File: src/rtl/led_blink_pkg.sv
// Shared types and helpers for the LED blink-code sequencer.
//   state_t      : sequencer states (IDLE, ON, OFF, GAP)
//   phase_clks() : clocks in one phase, from clock frequency (Hz) and length (ms)
//   max3()       : largest of three phase lengths, used to size the timer
package led_blink_pkg;

  typedef enum logic [1:0] {
    IDLE = 2'd0,
    ON   = 2'd1,
    OFF  = 2'd2,
    GAP  = 2'd3
  } state_t;

  // Divide first so large frequencies do not overflow a 32-bit int.
  function automatic int phase_clks(input int freq_hz, input int ms);
    return (freq_hz / 1000) * ms;
  endfunction

  function automatic int max3(input int a, input int b, input int c);
    int m;
    m = (a > b) ? a : b;
    return (m > c) ? m : c;
  endfunction

endpackage

File: src/rtl/led_blink_sequencer_phase_timer.sv
// Loadable down-counter timing one sequencer phase.
//   clk        : system clock
//   reset_n    : asynchronous active-low reset
//   load       : load load_value on this edge
//   load_value : phase length minus one
//   done       : counter is at zero (last cycle of the phase)
module phase_timer #(
  parameter int WIDTH = 8
) (
  input  logic             clk,
  input  logic             reset_n,
  input  logic             load,
  input  logic [WIDTH-1:0] load_value,
  output logic             done
);

  logic [WIDTH-1:0] count;

  // Loading length-1 makes done fall on the final cycle of the phase,
  // so the sequencer can change state exactly at the phase boundary.
  always_ff @(posedge clk or negedge reset_n) begin
    if (!reset_n) begin
      count <= '0;
    end else if (load) begin
      count <= load_value;
    end else if (count != '0) begin
      count <= count - WIDTH'(1);
    end
  end

  assign done = (count == '0);

endmodule

File: src/rtl/led_blink_sequencer.sv
// LED blink-code sequencer: plays req_count ON/OFF pulses followed by a
// dark gap, then accepts the next request.
//   clk       : system clock
//   reset_n   : asynchronous active-low reset
//   req_valid : request present
//   req_count : number of blinks (0 is accepted and discarded)
//   req_ready : combinational, high in IDLE while cancel is low
//   cancel    : synchronous abort of the current code
//   busy      : registered, a code or its gap is in progress
//   led       : registered LED drive, LED_OUTPUT_LEVEL means lit
module led_blink_sequencer
  import led_blink_pkg::*;
#(
  parameter int CLK_FREQUENCY    = 100000000,
  parameter bit LED_OUTPUT_LEVEL = 1'b1,
  parameter int ON_MS            = 200,
  parameter int OFF_MS           = 200,
  parameter int GAP_MS           = 1000,
  parameter int CNT_WIDTH        = 4
) (
  input  logic                 clk,
  input  logic                 reset_n,
  input  logic                 req_valid,
  input  logic [CNT_WIDTH-1:0] req_count,
  output logic                 req_ready,
  input  logic                 cancel,
  output logic                 busy,
  output logic                 led
);

  localparam int ON_CLKS  = phase_clks(CLK_FREQUENCY, ON_MS);
  localparam int OFF_CLKS = phase_clks(CLK_FREQUENCY, OFF_MS);
  localparam int GAP_CLKS = phase_clks(CLK_FREQUENCY, GAP_MS);
  localparam int MAX_CLKS = max3(ON_CLKS, OFF_CLKS, GAP_CLKS);
  localparam int TMR_W    = $clog2(MAX_CLKS) + 1;

  localparam logic [TMR_W-1:0] ON_LOAD  = TMR_W'(ON_CLKS - 1);
  localparam logic [TMR_W-1:0] OFF_LOAD = TMR_W'(OFF_CLKS - 1);
  localparam logic [TMR_W-1:0] GAP_LOAD = TMR_W'(GAP_CLKS - 1);

  localparam logic LED_LIT  = LED_OUTPUT_LEVEL;
  localparam logic LED_DARK = ~LED_OUTPUT_LEVEL;

  // A zero-length phase would make the sequencer skip states.
  if (ON_CLKS < 1 || OFF_CLKS < 1 || GAP_CLKS < 1) begin : g_bad_timing
    $error("led_blink_sequencer: every phase must last at least one clock");
  end

  state_t               state;
  logic [CNT_WIDTH-1:0] remaining;
  logic                 tmr_load;
  logic [TMR_W-1:0]     tmr_value;
  logic                 tmr_done;

  assign req_ready = (state == IDLE) && !cancel;

  // Timer reload on every phase entry; cancel suppresses it since the
  // sequencer returns to IDLE instead.
  always_comb begin
    tmr_load  = 1'b0;
    tmr_value = '0;
    unique case (state)
      IDLE: begin
        if (req_valid && req_ready && req_count != '0) begin
          tmr_load  = 1'b1;
          tmr_value = ON_LOAD;
        end
      end
      ON: begin
        if (!cancel && tmr_done) begin
          tmr_load  = 1'b1;
          tmr_value = (remaining > CNT_WIDTH'(1)) ? OFF_LOAD : GAP_LOAD;
        end
      end
      OFF: begin
        if (!cancel && tmr_done) begin
          tmr_load  = 1'b1;
          tmr_value = ON_LOAD;
        end
      end
      default: begin
      end
    endcase
  end

  phase_timer #(
    .WIDTH(TMR_W)
  ) u_phase_timer (
    .clk       (clk),
    .reset_n   (reset_n),
    .load      (tmr_load),
    .load_value(tmr_value),
    .done      (tmr_done)
  );

  // remaining counts pulses still to light, including the current one, so
  // the last pulse is recognised at remaining == 1 and it never wraps.
  always_ff @(posedge clk or negedge reset_n) begin
    if (!reset_n) begin
      state     <= IDLE;
      led       <= LED_DARK;
      busy      <= 1'b0;
      remaining <= '0;
    end else if (cancel && state != IDLE) begin
      state     <= IDLE;
      led       <= LED_DARK;
      busy      <= 1'b0;
      remaining <= '0;
    end else begin
      unique case (state)
        IDLE: begin
          if (req_valid && req_ready && req_count != '0) begin
            state     <= ON;
            led       <= LED_LIT;
            busy      <= 1'b1;
            remaining <= req_count;
          end
        end
        ON: begin
          if (tmr_done) begin
            led <= LED_DARK;
            if (remaining > CNT_WIDTH'(1)) begin
              remaining <= remaining - CNT_WIDTH'(1);
              state     <= OFF;
            end else begin
              state <= GAP;
            end
          end
        end
        OFF: begin
          if (tmr_done) begin
            state <= ON;
            led   <= LED_LIT;
          end
        end
        GAP: begin
          if (tmr_done) begin
            state     <= IDLE;
            busy      <= 1'b0;
            remaining <= '0;
          end
        end
        default: begin
          state <= IDLE;
        end
      endcase
    end
  end

endmodule

File: config.mk
export PLATFORM = sky130hd
export DESIGN_NAME = led_blink_sequencer
export DESIGN_NICKNAME = d
export VERILOG_FILES = /design/src/rtl/led_blink_pkg.sv /design/src/rtl/led_blink_sequencer_phase_timer.sv /design/src/rtl/led_blink_sequencer.sv
export SDC_FILE = /design/constraint.sdc
export NUM_CORES = 1
export LEC_CHECK = 0
export BUFFER_PORTS_ARGS = -buffer_cell sky130_fd_sc_hd__buf_2
export CORE_ASPECT_RATIO = 1.2
export CORE_MARGIN = 4
export CORE_UTILIZATION = 36
export DETAILED_ROUTE_END_ITERATION = 6
export SLEW_MARGIN = 10
export SYNTH_ARGS = -nofsm -noshare
export SYNTH_HDL_FRONTEND = slang
export SYNTH_HIERARCHICAL = 1
export SYNTH_SLANG_ARGS = --single-unit
File: constraint.sdc
create_clock -name clk -period 3.8 [get_ports clk]
set_clock_uncertainty 0.15 [all_clocks]
set_input_delay 0.76 -clock clk [delete_from_list [all_inputs] [get_ports clk]]
set_output_delay 0.76 -clock clk [all_outputs]
set_load 0.005 [all_outputs]
==> flow_metrics.env, run 1 <==
export IMPL_die_y_um=98.8
export IMPL_clk_transition_reported_paths_ns=0.08
export IMPL_chipWidth_um=83.7
export IMPL_p_int_mw=1.19
export IMPL_n_fill_cell=675
export IMPL_worstReg2RegEnd="u_phase_timer/count[24]$_DFFE_PN0P_"
export IMPL_total_leakage_power_nw=1.10
export IMPL_netlist_instances=271
export IMPL_multi_input_area_um2=1480
export IMPL_cp_data_required_time_ns=3.83
export IMPL_start_util_pct=37.7
export IMPL_critPathArrivalTime_ns=3.34
export IMPL_ys_warnings_count=6
export IMPL_cts_sinks=36
export IMPL_cp_max_fo=30
export IMPL_drc=0
export IMPL_num_vias=1973
export IMPL_ant_nets=0
export IMPL_grt_pass1_vias=1929
export IMPL_area_growth_pct=10.9
export IMPL_hold_path_startpoint="led$_DFFE_PN0P_"
export IMPL_fin_crit_ns=3.31
export IMPL_r2r_cells=11
export IMPL_clockPowerShare_pct=18.6
export IMPL_finalNonFillerCells=371
export IMPL_hold_depth=1
export IMPL_grt_max_degree=37
export IMPL_grt_usage_pct=13.7
export IMPL_cts_buffers=5
export IMPL_ff_latch_area_um2=901
export IMPL_holdPathEnd="led$_DFFE_PN0P_"
export IMPL_rsz0062_at_grt="false"
export IMPL_yosysTopAreaCellShare_pct=36.4
export IMPL_tightest_slew_ns=0.829
export IMPL_dp_hpwl_mm=3.68
export IMPL_drive_gt1_share_pct=16.1
export IMPL_setup_violations=0
export IMPL_vias_per_cell=5.32
export IMPL_synth_area_leaders="dfrtp_1 36%, xnor2_1 5.0%, ha_1 4.6%"
export IMPL_clk_path_buf_depth=2
export IMPL_dpl_cell_count=363
export IMPL_worstSetupPathType="flip-flop to flip-flop"
export IMPL_ys_flop_type="dfrtp_1"
export IMPL_gr_total_overflow=0
export IMPL_finalHoldViolCount=0
export IMPL_async_reset_ff_share_pct=100
export IMPL_peakVddDrop_mv=0.377
export IMPL_combPwrFrac_pct=46.9
export IMPL_regToRegSetupSlack_ns=0.49
export IMPL_root_buffer="clkbuf_8"
export IMPL_drv_slew=0
export IMPL_p_per_area_nw_per_um2=738
export IMPL_antenna_found_initial=0
export IMPL_port_buffers=10
export IMPL_clk_latency_ns=0.29
export IMPL_synth_cell_type_count=63
export IMPL_p_sw_uw=832
export IMPL_ys_ff_latch=36
export IMPL_yosysTopAreaCell="dfrtp_1"
export IMPL_worst_setup_path_start_kind="flip-flop"
export IMPL_cts_tree="yes"
export IMPL_relSlewSlack_pct=44.8
export IMPL_end_kind="flip-flop"
export IMPL_fmax_mhz=302
export IMPL_core_um2=6570
export IMPL_dr_pass1_iters=4
export IMPL_rows=32
export IMPL_ys_seq_area_share_pct=36.4
export IMPL_r2r_start="u_phase_timer/count[0]$_DFFE_PN0P_"
export IMPL_synth_area_um2=2470
export IMPL_drt_total_wl_mm=5.36
export IMPL_drv_cap=0
export IMPL_wire_per_inst_um=14.4
export IMPL_io_pins=11
export IMPL_grt_pass1_wl_mm=9.35
export IMPL_cts_htree_levels=2
export IMPL_gp_congestion=0.811
export IMPL_drt_iter0_markers=186
export IMPL_hp_class="flip-flop to flip-flop"
export IMPL_diodes=0
export IMPL_synth_edf_count=0
export IMPL_outcome="finished clean"
export IMPL_cts_setup_buffers=0
export IMPL_post_cts_resize_count=0
export IMPL_fp_dieArea_um2=8270
export IMPL_swShare_pct=41.1
export IMPL_p_seq_share_pct=34.5
export IMPL_cts_hold_buf=0
export IMPL_setup_tns_ns=0
export IMPL_avgSynthCellArea_um2=9.13
export IMPL_fin_crit_sh_pct=87.2
export IMPL_layout_nets=302
critical path, cell delays in order, from the launching register on:
cell     delay, ns
dfrtp_1       0.39
inv_1         0.11
ha_1          0.16
or4b_1        0.53
nor4_4        0.41
and3_1        0.25
nor2b_1       0.22
nand2_1       0.12
a21oi_4       0.16
buf_4         0.30
nor2b_1       0.08
a221o_1       0.33
logic make-up after synthesis:
family | Yosys count | share of synthesized area [%]
AO/OA/AOI/OAI | 73 | 21.8
XOR/XNOR | 18 | 6.37
adder cells (fa/ha/maj) | 9 | 4.55
buffers and inverters | 24 | 5.11
flip-flops | 36 | 36.4
multiplexers | 3 | 1.36
other | 1 | 0.152
AND/OR/NAND/NOR | 107 | 24.3
cell usage after synthesis, drive strengths merged, types with 3 or more instances:
master,n
a22oi,3
buf,7
nor3,12
nand2b,5
nand2,30
nor2,13
ha,9
nand3,7
clkbuf,8
or2,4
a21oi,8
or4,8
inv,9
or3,7
xnor2,14
o31ai,15
nor2b,7
xor2,4
mux2,3
nor4,5
o21ai,20
dfrtp,36
metrics by stage:
step / area [um^2] / total power, mW / setup WS, ns / util (%) / hold slack, ns
6_report: 2740 / 2.03 / 0.488 / 41.8 / 0.354
5_1_grt: 2740 / 2.20 / 0.260 / 41.8 / 0.375
4_1_cts: 2740 / 2.04 / 0.503 / 41.8 / 0.356
3_5_place_dp: 2620 / 1.65 / 0.543 / 39.9 / 0.336
3_3_place_gp: 2620 / 1.64 / 0.658 / 39.9 / 0.345
2_1_floorplan: 2500 / 1.45 / 0.317 / - / 0.314
area by class of cell:
| type | instances | share of cell area, % |
|---|---|---|
| Tap cell | 85 | 3.88 |
| Sequential cell | 36 | 32.8 |
| Timing Repair Buffer | 16 | 3.47 |
| Clock buffer | 7 | 3.51 |
| Clock inverter | 1 | 1.09 |
| Multi-Input combinational cell | 217 | 54.0 |
| Inverter | 9 | 1.23 |
power groups by stage:
| stage | combinational [mW] | sequential, mW | clock (mW) |
|---|---|---|---|
| 5_1_grt | 1.07 | 0.730 | 0.399 |
| 4_1_cts | 0.957 | 0.698 | 0.382 |
| 6_report | 0.951 | 0.699 | 0.376 |
| 2_1_floorplan | 0.791 | 0.659 | 0 |
| 3_3_place_gp | 0.940 | 0.703 | 0 |
| 3_5_place_dp | 0.951 | 0.704 | 0 |
sequential cells by signal (all words and copies together) (netlist names):
name,flops
remaining,4
state,2
u_phase_timer/count,28
busy,1
led,1
layer usage:
layer	wire, um	vias to the layer above	track usage (%)	part of all wire [%]
met3	168	7	3.01	3.1
met5	0	-	0	0
li1	-	1014	-	-
met2	2460	32	21.1	46
met4	76	0	3.96	1.4
met1	2660	920	19.5	50
how the worst max path moves through the flow:
stage / startpoint / to / slack, ns / depth (start not counted)
after floorplan: u_phase_timer/count[0]$_DFFE_PN0P_ / u_phase_timer/count[20]$_DFFE_PN0P_ / 0.32 / 13
after CTS: u_phase_timer/count[0]$_DFFE_PN0P_ / u_phase_timer/count[24]$_DFFE_PN0P_ / 0.50 / 11
after global routing: u_phase_timer/count[0]$_DFFE_PN0P_ / u_phase_timer/count[13]$_DFFE_PN0P_ / 0.26 / 11
after detailed placement: u_phase_timer/count[0]$_DFFE_PN0P_ / u_phase_timer/count[24]$_DFFE_PN0P_ / 0.54 / 11
final: u_phase_timer/count[0]$_DFFE_PN0P_ / u_phase_timer/count[24]$_DFFE_PN0P_ / 0.49 / 11
after global placement: u_phase_timer/count[0]$_DFFE_PN0P_ / u_phase_timer/count[24]$_DFFE_PN0P_ / 0.66 / 11
cells in the final DEF (no fill, tap or decap), types with 3 or more instances in the layout:
| master | netlist | layout |
|---|---|---|
| or2_2 | 4 | 4 |
| buf_2 | 2 | 10 |
| nor3_1 | 12 | 12 |
| inv_1 | 9 | 9 |
| o21ai_1 | 4 | 4 |
| or3_1 | 6 | 6 |
| clkbuf_8 | 0 | 7 |
| xor2_1 | 4 | 4 |
| nor2_1 | 12 | 12 |
| conb_1 | 1 | 7 |
| nand2b_1 | 3 | 3 |
| buf_4 | 1 | 6 |
| nand2_1 | 30 | 30 |
| dfrtp_1 | 36 | 36 |
| o31ai_1 | 15 | 15 |
| or4_1 | 5 | 5 |
| o21ai_0 | 16 | 16 |
| nor4_1 | 4 | 4 |
| nor2b_1 | 7 | 7 |
| a21oi_1 | 7 | 6 |
| xnor2_1 | 14 | 14 |
| ha_1 | 9 | 9 |
| nand3_1 | 7 | 7 |
| mux2_2 | 3 | 3 |
No activity file was read; power rests on OpenSTA's default activity.
==> run 2, diff against run 1 <==
Settings changed: CORE_UTILIZATION 36 to 25.
Clock period 3.8 ns to 3.28 ns, I/O delays scaled along.
==> run 2 against run 1 <==
Total power increased by 19%. Die area increased by 40%. First-iteration DRC count decreased by 49%. Sequential cell count unchanged. Fmax increased by 8.2%. Critical path type unchanged. Largest cell class unchanged. Utilization decreased by 12 points. Critical endpoint unchanged.
==> flow_metrics.env, run 2 (synthesis gave the netlist of run 1 again) <==
export IMPL_dp_slack_ns=0.264
export IMPL_grt_max_degree=60
export IMPL_cts_buffers=5
export IMPL_gr_total_overflow=0
export IMPL_p_per_area_nw_per_um2=846
export IMPL_worst_setup_path_start_kind="flip-flop"
export IMPL_clk_path_buf_depth=2
export IMPL_finalNonFillerCells=411
export IMPL_crit_start="u_phase_timer/count[0]$_DFFE_PN0P_"
export IMPL_dpl_cell_count=403
export IMPL_cpPeakStageDelay_ns=0.51
export IMPL_io_pins=11
export IMPL_total_leakage_power_nw=1.12
export IMPL_drive_gt1_share_pct=16.7
export IMPL_clk_transition_reported_paths_ns=0.05
export IMPL_grt_pass1_vias=2078
export IMPL_start_util_pct=25.7
export IMPL_ant_nets=0
export IMPL_worstReg2RegEnd="u_phase_timer/count[24]$_DFFE_PN0P_"
export IMPL_finalWorstSetupSlack_ns=0.218
export IMPL_cts_tree="yes"
export IMPL_die_y_um=117
export IMPL_antenna_found_initial=0
export IMPL_drt_total_wl_mm=5.72
export IMPL_setup_violations=0
export IMPL_gp_congestion=0.776
export IMPL_regToRegSetupSlack_ns=0.22
export IMPL_reg_top3="u_phase_timer/count: 28 flops, remaining: 4 flops, state: 2 flops"
export IMPL_layout_commonest_cell="dfrtp_1"
export IMPL_largest_register="u_phase_timer/count"
export IMPL_rows=39
export IMPL_relSlewSlack_pct=43.9
export IMPL_grt_pass1_wl_mm=9.94
export IMPL_port_buffers=10
export IMPL_ff_latch_area_um2=901
export IMPL_post_cts_resize_count=0
export IMPL_drt_iter0_markers=94
export IMPL_critPathArrivalTime_ns=3.07
export IMPL_fin_crit_sh_pct=93.4
export IMPL_path_depth=11
export IMPL_layout_common_cells="36 x dfrtp_1, 30 x nand2_1, 16 x o21ai_0"
export IMPL_cts_setup_buffers=0
export IMPL_drv_cap=0
export IMPL_rsz0062_at_grt="false"
export IMPL_multi_input_area_um2=1490
export IMPL_drv_slew=0
export IMPL_post_route_util_pct=29.7
export IMPL_path_cells="inv_1, ha_1, or4b_1, nor4_4, and3_1, nor2b_1, nand2_1, a21oi_4, buf_12, nor2b_1, a221o_1"
export IMPL_clk_latency_ns=0.28
export IMPL_area_growth_pct=15.4
export IMPL_worstSetupPathType="flip-flop to flip-flop"
export IMPL_cts_htree_levels=2
export IMPL_peakVddDrop_mv=0.363
export IMPL_crit_top_cell="nor2b_1"
export IMPL_hp_class="input pin to asynchronous set/reset pin"
export IMPL_num_vias=2044
export IMPL_r2r_start="u_phase_timer/count[0]$_DFFE_PN0P_"
export IMPL_r2r_cells=11
export IMPL_grt_usage_pct=10.3
export IMPL_dp_hpwl_mm=3.87
export IMPL_path_buf_inv=2
export IMPL_finalHoldViolCount=0
export IMPL_drc=0
export IMPL_crit_family="simple AND/OR/NAND/NOR gates"
export IMPL_tightest_slew_ns=0.841
export IMPL_largest_register_ffs=28
export IMPL_fin_crit_ns=3.06
export IMPL_n_fill_cell=1003
export IMPL_wire_per_inst_um=13.9
export IMPL_cp_data_required_time_ns=3.29
export IMPL_root_buffer="clkbuf_16"
export IMPL_dr_pass1_iters=4
export IMPL_outcome="finished clean"
export IMPL_chipWidth_um=98.8
export IMPL_cts_sinks=36
export IMPL_setup_tns_ns=0
export IMPL_layout_nets=305
export IMPL_diodes=0
export IMPL_crit_path_top_delay_cell="or4b_1"
export IMPL_cp_max_fo=30
export IMPL_core_um2=9610
export IMPL_fp_dieArea_um2=11600
export IMPL_fmax_mhz=327
export IMPL_holdWs_ns=0.335
export IMPL_vias_per_cell=4.97
export IMPL_end_kind="flip-flop"
[run 2: cell types whose count changed in the layout (fill, tap and decap cells not counted), sizes merged]
cell / delta
bufinv: -1
buf: +2
clkinv: +1
[run 2: layout make-up]
class | instances | share of cell area [%]
Clock inverter | 1 | 0.175
Inverter | 9 | 1.18
Clock buffer | 6 | 4.51
Multi-Input combinational cell | 217 | 52.0
Timing Repair Buffer | 19 | 5.17
Sequential cell | 36 | 31.6
Tap cell | 123 | 5.39
[run 2: worst register-to-register path: cells and delay by family, from the launching register on]
kind	cells	cell delay [ns]
adders and majority gates	1	0.15
AOI/OAI and AO/OA	2	0.56
and+or+nand+nor	6	1.39
DFF	1	0.38
buffers and inverters	2	0.32
[run 2: worst max path at each step]
| stage | to | slack, ns |
|---|---|---|
| finish | u_phase_timer/count[24]$_DFFE_PN0P_ | 0.22 |
| global route | u_phase_timer/count[24]$_DFFE_PN0P_ | 0.01 |
| CTS | u_phase_timer/count[24]$_DFFE_PN0P_ | 0.24 |
| detailed placement | u_phase_timer/count[23]$_DFFE_PN0P_ | 0.26 |
| global placement | u_phase_timer/count[23]$_DFFE_PN0P_ | 0.31 |
| floorplan | u_phase_timer/count[20]$_DFFE_PN0P_ | 0.05 |
[run 2: where the power goes]
part           internal, mW  leakage [nW]  switching [mW]
Combinational         0.517         0.598           0.636
Clock                 0.276        0.0667           0.171
Sequential            0.632         0.458           0.183
[run 2: stage by stage]
step	power, mW	cell area [um^2]
final	2.41	2860
after floorplan	1.69	2510
after global placement	1.93	2700
after CTS	2.41	2830
after global routing	2.62	2860
after detailed placement	1.95	2700
[run 2: layer usage]
metal,routed length [um],track usage [%],up-vias
met5,0,0,-
met4,83,3.73,0
met3,140,1.30,8
met2,2890,18.2,30
met1,2600,13.1,990
li1,-,-,1016
[run 2: what timing repair did]
action	4_1_cts	5_1_grt
setup endpoints to repair	0	1
hold endpoints to repair	0	0
hold buffers	0	0
